File: config.mk
export PLATFORM = sky130hd
export DESIGN_NAME = round_key_sched
export DESIGN_NICKNAME = d
export VERILOG_FILES = /design/src/rtl/round_key_sched.sv
export SDC_FILE = /design/constraint.sdc
export NUM_CORES = 1
export LEC_CHECK = 0
export ABC_AREA = 1
export CORE_MARGIN = 3
export CORE_UTILIZATION = 41
export CTS_BUF_LIST = sky130_fd_sc_hd__clkbuf_2
export DETAILED_ROUTE_END_ITERATION = 8
export PLACE_DENSITY = 0.69
export SLEW_MARGIN = 20
export SYNTH_ARGS = -nofsm -noshare
export SYNTH_HDL_FRONTEND = slang
export SYNTH_SLANG_ARGS = --single-unit
export TNS_END_PERCENT = 50
File: constraint.sdc
create_clock -name clk -period 2 [get_ports clk]
set_clock_uncertainty 0.1 [all_clocks]
set_input_delay 0.4 -clock clk [delete_from_list [all_inputs] [get_ports clk]]
set_output_delay 0.4 -clock clk [all_outputs]
set_load 0.01 [all_outputs]
File: src/rtl/round_key_sched.sv
// -----------------------------------------------------------------------------
// round_key_sched
//   Subkey generator for the 8-bit Feistel round stage. A 12-bit master key is
//   split into two 6-bit halves C/D that are rotated left once per round
//   (1,1,2,2,... bits, cumulative); each round selects six bits into a subkey.
//   All NROUNDS subkeys are generated into a buffer first, then streamed out
//   over valid/ready in forward order (encrypt) or reverse order (decrypt).
//
// Ports
//   clk        in   clock, rising edge
//   rst_n      in   asynchronous active-low reset
//   start      in   job request, sampled only in IDLE
//   mkey       in   [11:0] master key, captured on accepted start
//   decrypt    in   0 = forward subkey order, 1 = reverse
//   busy       out  high while generating or emitting
//   key_valid  out  subkey/round_idx/last are valid
//   key_ready  in   round stage accepts the current subkey
//   subkey     out  [5:0] current round key
//   round_idx  out  [2:0] emission count of the current subkey
//   last       out  final subkey of the job
//   done       out  one-cycle pulse after the final handshake
// -----------------------------------------------------------------------------
module round_key_sched #(
    parameter int NROUNDS = 4
) (
    input  logic       clk,
    input  logic       rst_n,
    input  logic       start,
    input  logic [11:0] mkey,
    input  logic       decrypt,
    output logic       busy,
    output logic       key_valid,
    input  logic       key_ready,
    output logic [5:0] subkey,
    output logic [2:0] round_idx,
    output logic       last,
    output logic       done
);

    localparam logic [2:0] LAST_IDX = 3'(NROUNDS - 1);

    typedef enum logic [1:0] {IDLE, GEN, EMIT} state_t;

    state_t      state, state_n;
    logic [5:0]  c_reg, d_reg;
    logic        dec_reg;
    logic [2:0]  gen_cnt;
    // Sized for the largest legal NROUNDS so any 3-bit index is in range.
    logic [5:0]  key_buf [8];

    logic [5:0]  c_rot, d_rot, gen_key;
    logic [2:0]  idx_inc;
    logic        xfer;

    logic        busy_n, key_valid_n, last_n, done_n;
    logic [5:0]  subkey_n;
    logic [2:0]  round_idx_n;

    assign xfer    = key_valid && key_ready;
    assign idx_inc = round_idx + 3'd1;

    // Buffer slot holding the subkey for a given emission count.
    function automatic logic [2:0] slot(input logic [2:0] idx, input logic dec);
        return dec ? (LAST_IDX - idx) : idx;
    endfunction

    // Rounds 1 and 2 rotate by one bit, all later rounds by two.
    always_comb begin
        if (gen_cnt < 3'd2) begin
            c_rot = {c_reg[4:0], c_reg[5]};
            d_rot = {d_reg[4:0], d_reg[5]};
        end else begin
            c_rot = {c_reg[3:0], c_reg[5:4]};
            d_rot = {d_reg[3:0], d_reg[5:4]};
        end
        gen_key = {c_rot[4], c_rot[1], c_rot[0], d_rot[5], d_rot[3], d_rot[2]};
    end

    // State register
    always_ff @(posedge clk or negedge rst_n) begin
        if (!rst_n) state <= IDLE;
        else        state <= state_n;
    end

    // Next-state logic
    always_comb begin
        // NOTE: default assignment first so every path drives state_n; no latch.
        state_n = state;
        unique case (state)
            IDLE:    if (start) state_n = GEN;
            GEN:     if (gen_cnt == LAST_IDX) state_n = EMIT;
            EMIT:    if (xfer && last) state_n = IDLE;
            default: state_n = IDLE;
        endcase
    end

    // Output logic: next values of the registered outputs. The first EMIT
    // cycle loads the first subkey; each handshake then loads the next one,
    // so outputs hold unchanged while key_ready is low.
    always_comb begin
        key_valid_n = key_valid;
        subkey_n    = subkey;
        round_idx_n = round_idx;
        last_n      = last;
        done_n      = 1'b0;
        busy_n      = (state_n != IDLE);
        if (state == EMIT) begin
            if (!key_valid) begin
                key_valid_n = 1'b1;
                round_idx_n = 3'd0;
                subkey_n    = key_buf[slot(3'd0, dec_reg)];
                last_n      = (LAST_IDX == 3'd0);
            end else if (xfer) begin
                if (last) begin
                    key_valid_n = 1'b0;
                    last_n      = 1'b0;
                    subkey_n    = '0;
                    round_idx_n = '0;
                    done_n      = 1'b1;
                end else begin
                    round_idx_n = idx_inc;
                    subkey_n    = key_buf[slot(idx_inc, dec_reg)];
                    last_n      = (idx_inc == LAST_IDX);
                end
            end
        end
    end

    // Output registers
    always_ff @(posedge clk or negedge rst_n) begin
        if (!rst_n) begin
            busy      <= 1'b0;
            key_valid <= 1'b0;
            subkey    <= '0;
            round_idx <= '0;
            last      <= 1'b0;
            done      <= 1'b0;
        end else begin
            // NOTE: non-blocking assignments in clocked blocks so every flop
            // samples pre-edge values regardless of statement order.
            busy      <= busy_n;
            key_valid <= key_valid_n;
            subkey    <= subkey_n;
            round_idx <= round_idx_n;
            last      <= last_n;
            done      <= done_n;
        end
    end

    // Key halves, order flag and generation counter
    always_ff @(posedge clk or negedge rst_n) begin
        if (!rst_n) begin
            c_reg   <= '0;
            d_reg   <= '0;
            dec_reg <= 1'b0;
            gen_cnt <= '0;
        end else if (state == IDLE && start) begin
            c_reg   <= mkey[11:6];
            d_reg   <= mkey[5:0];
            dec_reg <= decrypt;
            gen_cnt <= '0;
        end else if (state == GEN) begin
            c_reg   <= c_rot;
            d_reg   <= d_rot;
            gen_cnt <= gen_cnt + 3'd1;
        end
    end

    // NOTE: the subkey buffer has no reset; every slot read in EMIT is
    // written during GEN of the same job, so a reset would only cost area.
    always_ff @(posedge clk) begin
        if (state == GEN) key_buf[gen_cnt] <= gen_key;
    end

endmodule
==> Implementation_results.wiki <==
{| class="wikitable"
! Metric !! Value
|-
| Count of unresolved DRC violations after routing || 0
|-
| Clk root buf || sky130_fd_sc_hd__clkbuf_2
|-
| Power consumption || 7458 µW
|-
| Summed instance area of the synthesized netlist || 0.003745 mm²
|-
| Synthesized area per cell || 9.433 µm²
|-
| Detailed route wirelength on metal3 || 524 µm
|-
| Count of buffering cells on the critical path with inverters included || 1
|-
| Global-route wire length before repair || 13.23 mm
|-
| Number of gates on the worst path with buffers counted || 1
|-
| Met1 wire length || 3.587 mm
|-
| Wirelength, routed || 8.244 mm
|-
| First-pass iteration count of the detailed router || 5
|-
| Startpoint of the most critical register-to-register path || round_idx[0]
|-
| Crit path to || subkey[1]
|-
| Power density normalized to cell area || 1686 mW/mm²
|-
| Max clock buf depth || 2
|-
| Number of buffers added by the clock tree synthesis step || 9
|-
| Area of the die || 0.01032 mm²
|-
| Sum of negative setup slack || 0 ps
|-
| WL per Instance || 14.85 µm
|-
| Synthesis-to-layout area growth || 18.11%
|-
| Worst hold-check path type || primary input to async pin
|-
| Cells after Synth || 397
|-
| # Max-Cap Violations || 0
|-
| Placeable Area || 0.008806 mm²
|-
| Critical Path Slowest Stage Cell || sky130_fd_sc_hd__clkdlybuf4s50_1
|-
| Launching element type of the critical path || register
|-
| Reg2reg setup slack || 130 ps
|-
| Setup slack of the critical path after layout || 55.92 ps
|-
| Worst-Margin Slew || 540.3 ps
|-
| Biggest area consumer among synthesized cells || sky130_fd_sc_hd__edfxtp_1
|-
| Clock period minus final worst setup slack || 1944 ps
|-
| Top fanout value on the critical path || 2
|-
| Cell family with most CP delay || buffers and inverters
|-
| Number of warnings issued by yosys || 0
|-
| Number of flip-flops in the largest register || 48
|-
| Skew-Pair Late Insertion Delay || 550 ps
|-
| Post-cts hold buffer count || 0
|-
| Cell area after placement || 0.004199 mm²
|-
| Setup violation total in the final timing report || 0
|-
| Class of the most critical setup path || register to primary output
|-
| Max Clk Rate || 514.4 MHz
|-
| Top layer in use || met4
|-
| CP Data Arrival Time || 1440 ps
|-
| Maximum vdd ir drop || 683.8 µV
|-
| Most flop-heavy register || key_buf
|-
| Antenna Nets Post-Route || 0
|-
| Status || completed
|-
| Area share of the largest cell type after synthesis || 0.3849
|-
| Number of vias per cell || 5.121
|-
| Initial antenna violation count || 0
|-
| Sum of met2 wire segment lengths after detailed routing || 3.909 mm
|-
| Count of cells along the worst register-to-register path || 8
|-
| Violation count after the first detailed-routing iteration || 182
|-
| Setup repair after global routing missed its margin || no
|-
| Gr ovfl total || 0
|-
| Delay of the slowest cell on the worst path || 540 ps
|-
| Clock transition at the registers of the reported paths || 250 ps
|-
| Cell types occupying the most area after synthesis || sky130_fd_sc_hd__edfxtp_1 38%, sky130_fd_sc_hd__dfrtp_1 21%, sky130_fd_sc_hd__nand3_1 8.4%
|-
| Layout cells sized above 1 || 0.1208
|-
| Post-route core utilization || 0.5023
|-
| Required @ worst endpoint || 1500 ps
|-
| Total non-filler cell area in the finished layout || 0.004423 mm²
|-
| Weighted congestion at the end of routability-driven global placement || 0.8921
|-
| Worst-case headroom to the max-slew limit || 0.6384
|-
| CTS HTree Levels || 3
|-
| Static Leak || 0.002039 µW
|-
| CTS tree || done
|-
| Start point of the critical path || subkey[1]
|-
| Layout Nets || 462
|-
| IO Count || 30
|-
| Vias after detailed routing || 2842
|-
| Number of register bits inferred by synthesis || 79
|-
| Critical-path cell list || clkdlybuf4s50_1
|-
| Overall global routing resource usage || 0.1694
|-
| Sequential element share of the synthesized area || 0.5920
|-
| Number of core rows || 34
|-
| Endpoint of the worst-slack reg-to-reg timing path || subkey[2]
|-
| Final hold vios || 0
|-
| Sink Count || 79
|-
| Post-DP HPWL || 5.708 mm
|-
| Part of the cycle the worst path needs || 0.9720
|-
| Max-slew violations || 0
|-
| Via count of the first global-routing pass || 2708
|-
| Vertical die dimension || 101.6 µm
|-
| Setup slack at placement || 152.0 ps
|-
| Number of different library cells in the post-synthesis netlist || 27
|-
| Starting Density || 0.4253
|-
| Number of buffers inserted by port buffering || 29
|-
| Category of the worst setup path capture point || primary output
|-
| Floorplan die width || 101.6 µm
|-
| # diodes || 0
|-
| Syn Nets || 417
|-
| Pin count of the biggest net entering global routing || 32
|}
-- logic make-up (layout without fill, tap and decap cells) --
family	count (synthesis)	count (layout)	synth area share
AOI/OAI and AO/OA	70	70	0.1032
DFF	79	79	0.5920
xor gates and xnor gates	3	3	0.009023
and+or+nand+nor	158	158	0.1931
adders and majority gates	3	3	0.01002
buffers and inverters	84	134	0.09255
-- synthesized netlist by cell type --
library cell / instances
sky130_fd_sc_hd__a21oi_1: 24
sky130_fd_sc_hd__a21oi_2: 6
sky130_fd_sc_hd__buf_2: 7
sky130_fd_sc_hd__buf_4: 2
sky130_fd_sc_hd__buf_6: 2
sky130_fd_sc_hd__clkbuf_1: 3
sky130_fd_sc_hd__clkinv_1: 1
sky130_fd_sc_hd__dfrtp_1: 31
sky130_fd_sc_hd__edfxtp_1: 48
sky130_fd_sc_hd__ha_1: 3
sky130_fd_sc_hd__inv_1: 66
sky130_fd_sc_hd__inv_2: 3
sky130_fd_sc_hd__nand2_1: 60
sky130_fd_sc_hd__nand2_2: 1
sky130_fd_sc_hd__nand2_4: 2
sky130_fd_sc_hd__nand3_1: 63
sky130_fd_sc_hd__nand3b_1: 6
sky130_fd_sc_hd__nor2_1: 23
sky130_fd_sc_hd__nor2_2: 1
sky130_fd_sc_hd__nor2_4: 1
sky130_fd_sc_hd__nor3_1: 1
sky130_fd_sc_hd__o21ai_0: 30
sky130_fd_sc_hd__o22ai_1: 9
sky130_fd_sc_hd__o31ai_1: 1
sky130_fd_sc_hd__xnor2_1: 1
sky130_fd_sc_hd__xnor2_2: 1
sky130_fd_sc_hd__xor2_1: 1
-- area by class of cell --
class	count	area (µm²)
inverters	70	262.8
clock buffers	9	45.04
fillers	805	4383
clock inverters	7	102.6
well taps	108	135.1
multi-input cells	234	1212
flip-flops and latches	79	2218
repair buffers	48	446.7
-- cell usage in the layout (no fill, tap or decap), types with 2 or more instances in the layout --
cell type / instances
sky130_fd_sc_hd__nor2_1: 23
sky130_fd_sc_hd__a21oi_1: 24
sky130_fd_sc_hd__clkdlybuf4s50_1: 18
sky130_fd_sc_hd__nand2_1: 60
sky130_fd_sc_hd__dlymetal6s2s_1: 7
sky130_fd_sc_hd__inv_6: 2
sky130_fd_sc_hd__inv_2: 3
sky130_fd_sc_hd__a21oi_2: 6
sky130_fd_sc_hd__nand2_4: 3
sky130_fd_sc_hd__clkbuf_2: 9
sky130_fd_sc_hd__nand3b_1: 6
sky130_fd_sc_hd__buf_4: 17
sky130_fd_sc_hd__dlygate4sd2_1: 4
sky130_fd_sc_hd__nand3_1: 62
sky130_fd_sc_hd__o21ai_0: 30
sky130_fd_sc_hd__o22ai_1: 9
sky130_fd_sc_hd__dfrtp_1: 30
sky130_fd_sc_hd__edfxtp_1: 48
sky130_fd_sc_hd__bufinv_16: 2
sky130_fd_sc_hd__ha_1: 2
sky130_fd_sc_hd__inv_1: 66
-- repair_timing --
| action | 4_1_cts | 5_1_grt |
|---|---|---|
| pin swaps | 0 | 2 |
| gates cloned | 0 | 1 |
| buffers inserted | 3 | 0 |
| endpoints found under the setup margin | 5 | 13 |
| gates resized for setup | 5 | 13 |
-- per-stage QoR --
step	instances	hold WS, ps
6_report	555	97.47
5_1_grt	555	101.8
4_1_cts	554	93.19
3_5_place_dp	535	357.2
3_3_place_gp	535	354.4
2_1_floorplan	397	4.409
-- metal layers --
layer,up-vias,GRT usage
li1,1410,-
met1,1318,0.2283
met2,95,0.2666
met3,19,0.03650
met4,0,0.06851
met5,-,0
-- worst min path at each step --
stage | start | endpoint | depth (start not counted)
final | rst_n | c_reg[2] | 2
after floorplan | rst_n | busy | 0
after detailed placement | state[0] | done | 1
after global placement | state[0] | done | 1
after global routing | rst_n | state[1] | 2
after CTS | rst_n | c_reg[5] | 2
-- report_power, final --
group	total [µW]	switching, µW	internal (µW)
clock network	1040	605	432
logic	3640	2380	1260
registers	2780	233	2550
Note: power is estimated with default switching activity, not from simulation.
==> variant, RTL diff (same flow settings) <==
Re-encode `state_t` (3 states) as one-hot, 3 bits wide.
--- a/src/rtl/round_key_sched.sv
+++ b/src/rtl/round_key_sched.sv
@@ -40,5 +40,5 @@
     localparam logic [2:0] LAST_IDX = 3'(NROUNDS - 1);
 
-    typedef enum logic [1:0] {IDLE, GEN, EMIT} state_t;
+    typedef enum logic [2:0] {IDLE = 3'b001, GEN = 3'b010, EMIT = 3'b100} state_t;
 
     state_t      state, state_n;
Behaviour: no difference found for any inputs over 10 cycles, from zero or initial values and one cycle with rst_n low; not proved beyond that.
==> variant against the original RTL <==
  * Global-route usage about the same
  * Largest power group is now registers
  * Design area decreased by 2.9%
  * Clock power decreased by 20%
  * Synthesized area decreased by 1.6%
  * First-iteration DRC count decreased by 27%
  * Count of clock-buffer cells in the layout unchanged
  * Sequential cell count increased by 1
  * Power decreased by 33%
  * Fmax about the same
  * Non-clock buffer count increased by 3
  * Via count decreased by 3.4%
  * Highest routed layer unchanged
  * Routed wire length decreased by 1.2%
  * Die area decreased by 1.5%
  * Largest cell class unchanged
  * Setup slack got worse by 1.2 ps
==> variant: results (changes against the original RTL) <==
wl_met3_um: 467  # was 524 µm
yosysMostFrequentCell: "nand2_1"  # was inv_1
cp_slowest_stage_delay_ps: 530
use_met3_pct: 3.46  # was 3.65%
vdd_drop_max_uv: 499  # was 684 µV
largest_register_ff_count: 48  # unchanged
final_max_slew_viol_count: 0  # unchanged
h-tree-depth: 3  # unchanged
clkPwrFrac_pct: 16.5  # was 13.9%
detailroute.wirelength.met2_um: 3930  # was 3910 µm
n_fill_cell: 786  # was 805
cts_resized: 6  # was 5
r2r_end: "subkey[5]"  # was subkey[2]
antenna_found_initial: 1  # was 0
comb_cell_power_mw: 1.88  # was 3.64 mW
grt_start_max_net_pins: 33  # was 32
status: "finished, final reports clean"  # unchanged
synthTopCellsByCount: "nand2_1 (83), nand3_1 (51), edfxtp_1 (48)"  # was inv_1 (66), nand3_1 (63), nand2_1 (60)
synth_area_leaders: "edfxtp_1 (39%), dfrtp_1 (21%), nand2_1 (8.5%), nand3_1 (6.9%), o21ai_0 (4.2%)"  # was edfxtp_1 (38%), dfrtp_1 (21%), nand3_1 (8.4%), inv_1 (6.6%), nand2_1 (6.0%)
cts.clk_slew.worst_paths_ps: 220  # was 250 ps
drtIter0Drc: 132  # was 182
routabilityCongestion: 0.823  # was 0.892
grt_use_total_pct: 16.9  # about the same
regMostFlops: "key_buf"  # unchanged
place_area_um2: 4160  # was 4200 µm²
arrival_ps: 1450
p_int_mw: 3.09  # was 4.24 mW
met1_usage_pct: 22.0  # was 22.8%
grt_util_met2_pct: 27.2  # was 26.7%
wl_per_cell_um: 15.2  # was 14.9 µm
viasPerCell: 5.11  # was 5.12
synth_cell_types: 35  # was 27
grt_pass1_vias: 2694  # was 2,708
slew_headroom_pct: 70.9  # was 63.8%
synth-seq-area-share_pct: 60.9  # was 59.2%
synth_edf_count: 48  # unchanged
m1WireLength_um: 3600  # was 3590 µm
async_reset_ff_share_pct: 40.0  # was 39.2%
clkLatencyLatePin_ps: 520  # was 550 ps
p_leak_nw: 1.87  # was 2.04 nW
layout-drive-gt1-share_pct: 12.5  # was 12.1%
final_nets: 446  # was 462
syn-num-nets: 398  # was 417
r2r_cells: 9  # was 8
grt_pass1_wl_um: 13000  # was 13,200 µm
hpwlAfterDp_um: 5560  # was 5710 µm
-- variant: cell count changes after synthesis, moves of 5 or more --
cell / unedited run / this run
nand2_1: 60 / 83
nand3b_1: 6 / 1
nand3_1: 63 / 51
nor2_1: 23 / 34
a21oi_1: 24 / 3
a21oi_2: 6 / 1
inv_1: 66 / 40
-- variant: area by class of cell --
cell class / count / area, µm² / share of cell area, %
repair buffers: 51 / 470 / 10.9
clock buffers: 9 / 45.0 / 1.05
flip-flops and latches: 80 / 2240 / 52.2
diodes: 1 / 2.50 / 0.0582
clock inverters: 7 / 62.6 / 1.46
well taps: 105 / 131 / 3.06
multi-input cells: 240 / 1180 / 27.4
inverters: 44 / 165 / 3.84
-- variant: how the worst max path moves through the flow --
stage	from	end	slack [ps]
after floorplan	round_idx[0]	subkey[3]	290
after global placement	key_ready	subkey[1]	220
after detailed placement	key_ready	subkey[4]	160
after CTS	subkey[5]	subkey[5]	2
after global routing	subkey[2]	subkey[2]	2
final	round_idx[2]	round_idx[2]	50
-- variant: through the flow --
stage | util, % | setup WS [ps] | power [mW] | std cells | hold slack, ps
after CTS | 50.6 | 2.30 | 5.05 | 536 | 120
after detailed placement | 49.2 | 164 | 4.24 | 517 | 421
after global placement | 49.2 | 221 | 4.17 | 517 | 399
final | 50.8 | 54.7 | 5.01 | 537 | 145
after floorplan | - | 293 | 3.67 | 378 | 4.41
after global routing | 50.8 | 2.21 | 5.37 | 537 | 140
-- variant: kinds of logic after synthesis --
logic type                 Yosys count  share of synthesized area, %
AOI/OAI and AO/OA                   48                          7.47
buffers and inverters               58                          7.17
xor gates and xnor gates             3                         0.917
DFF                                 80                          60.9
adders and majority gates            3                          1.02
and+or+nand+nor                    186                          22.5
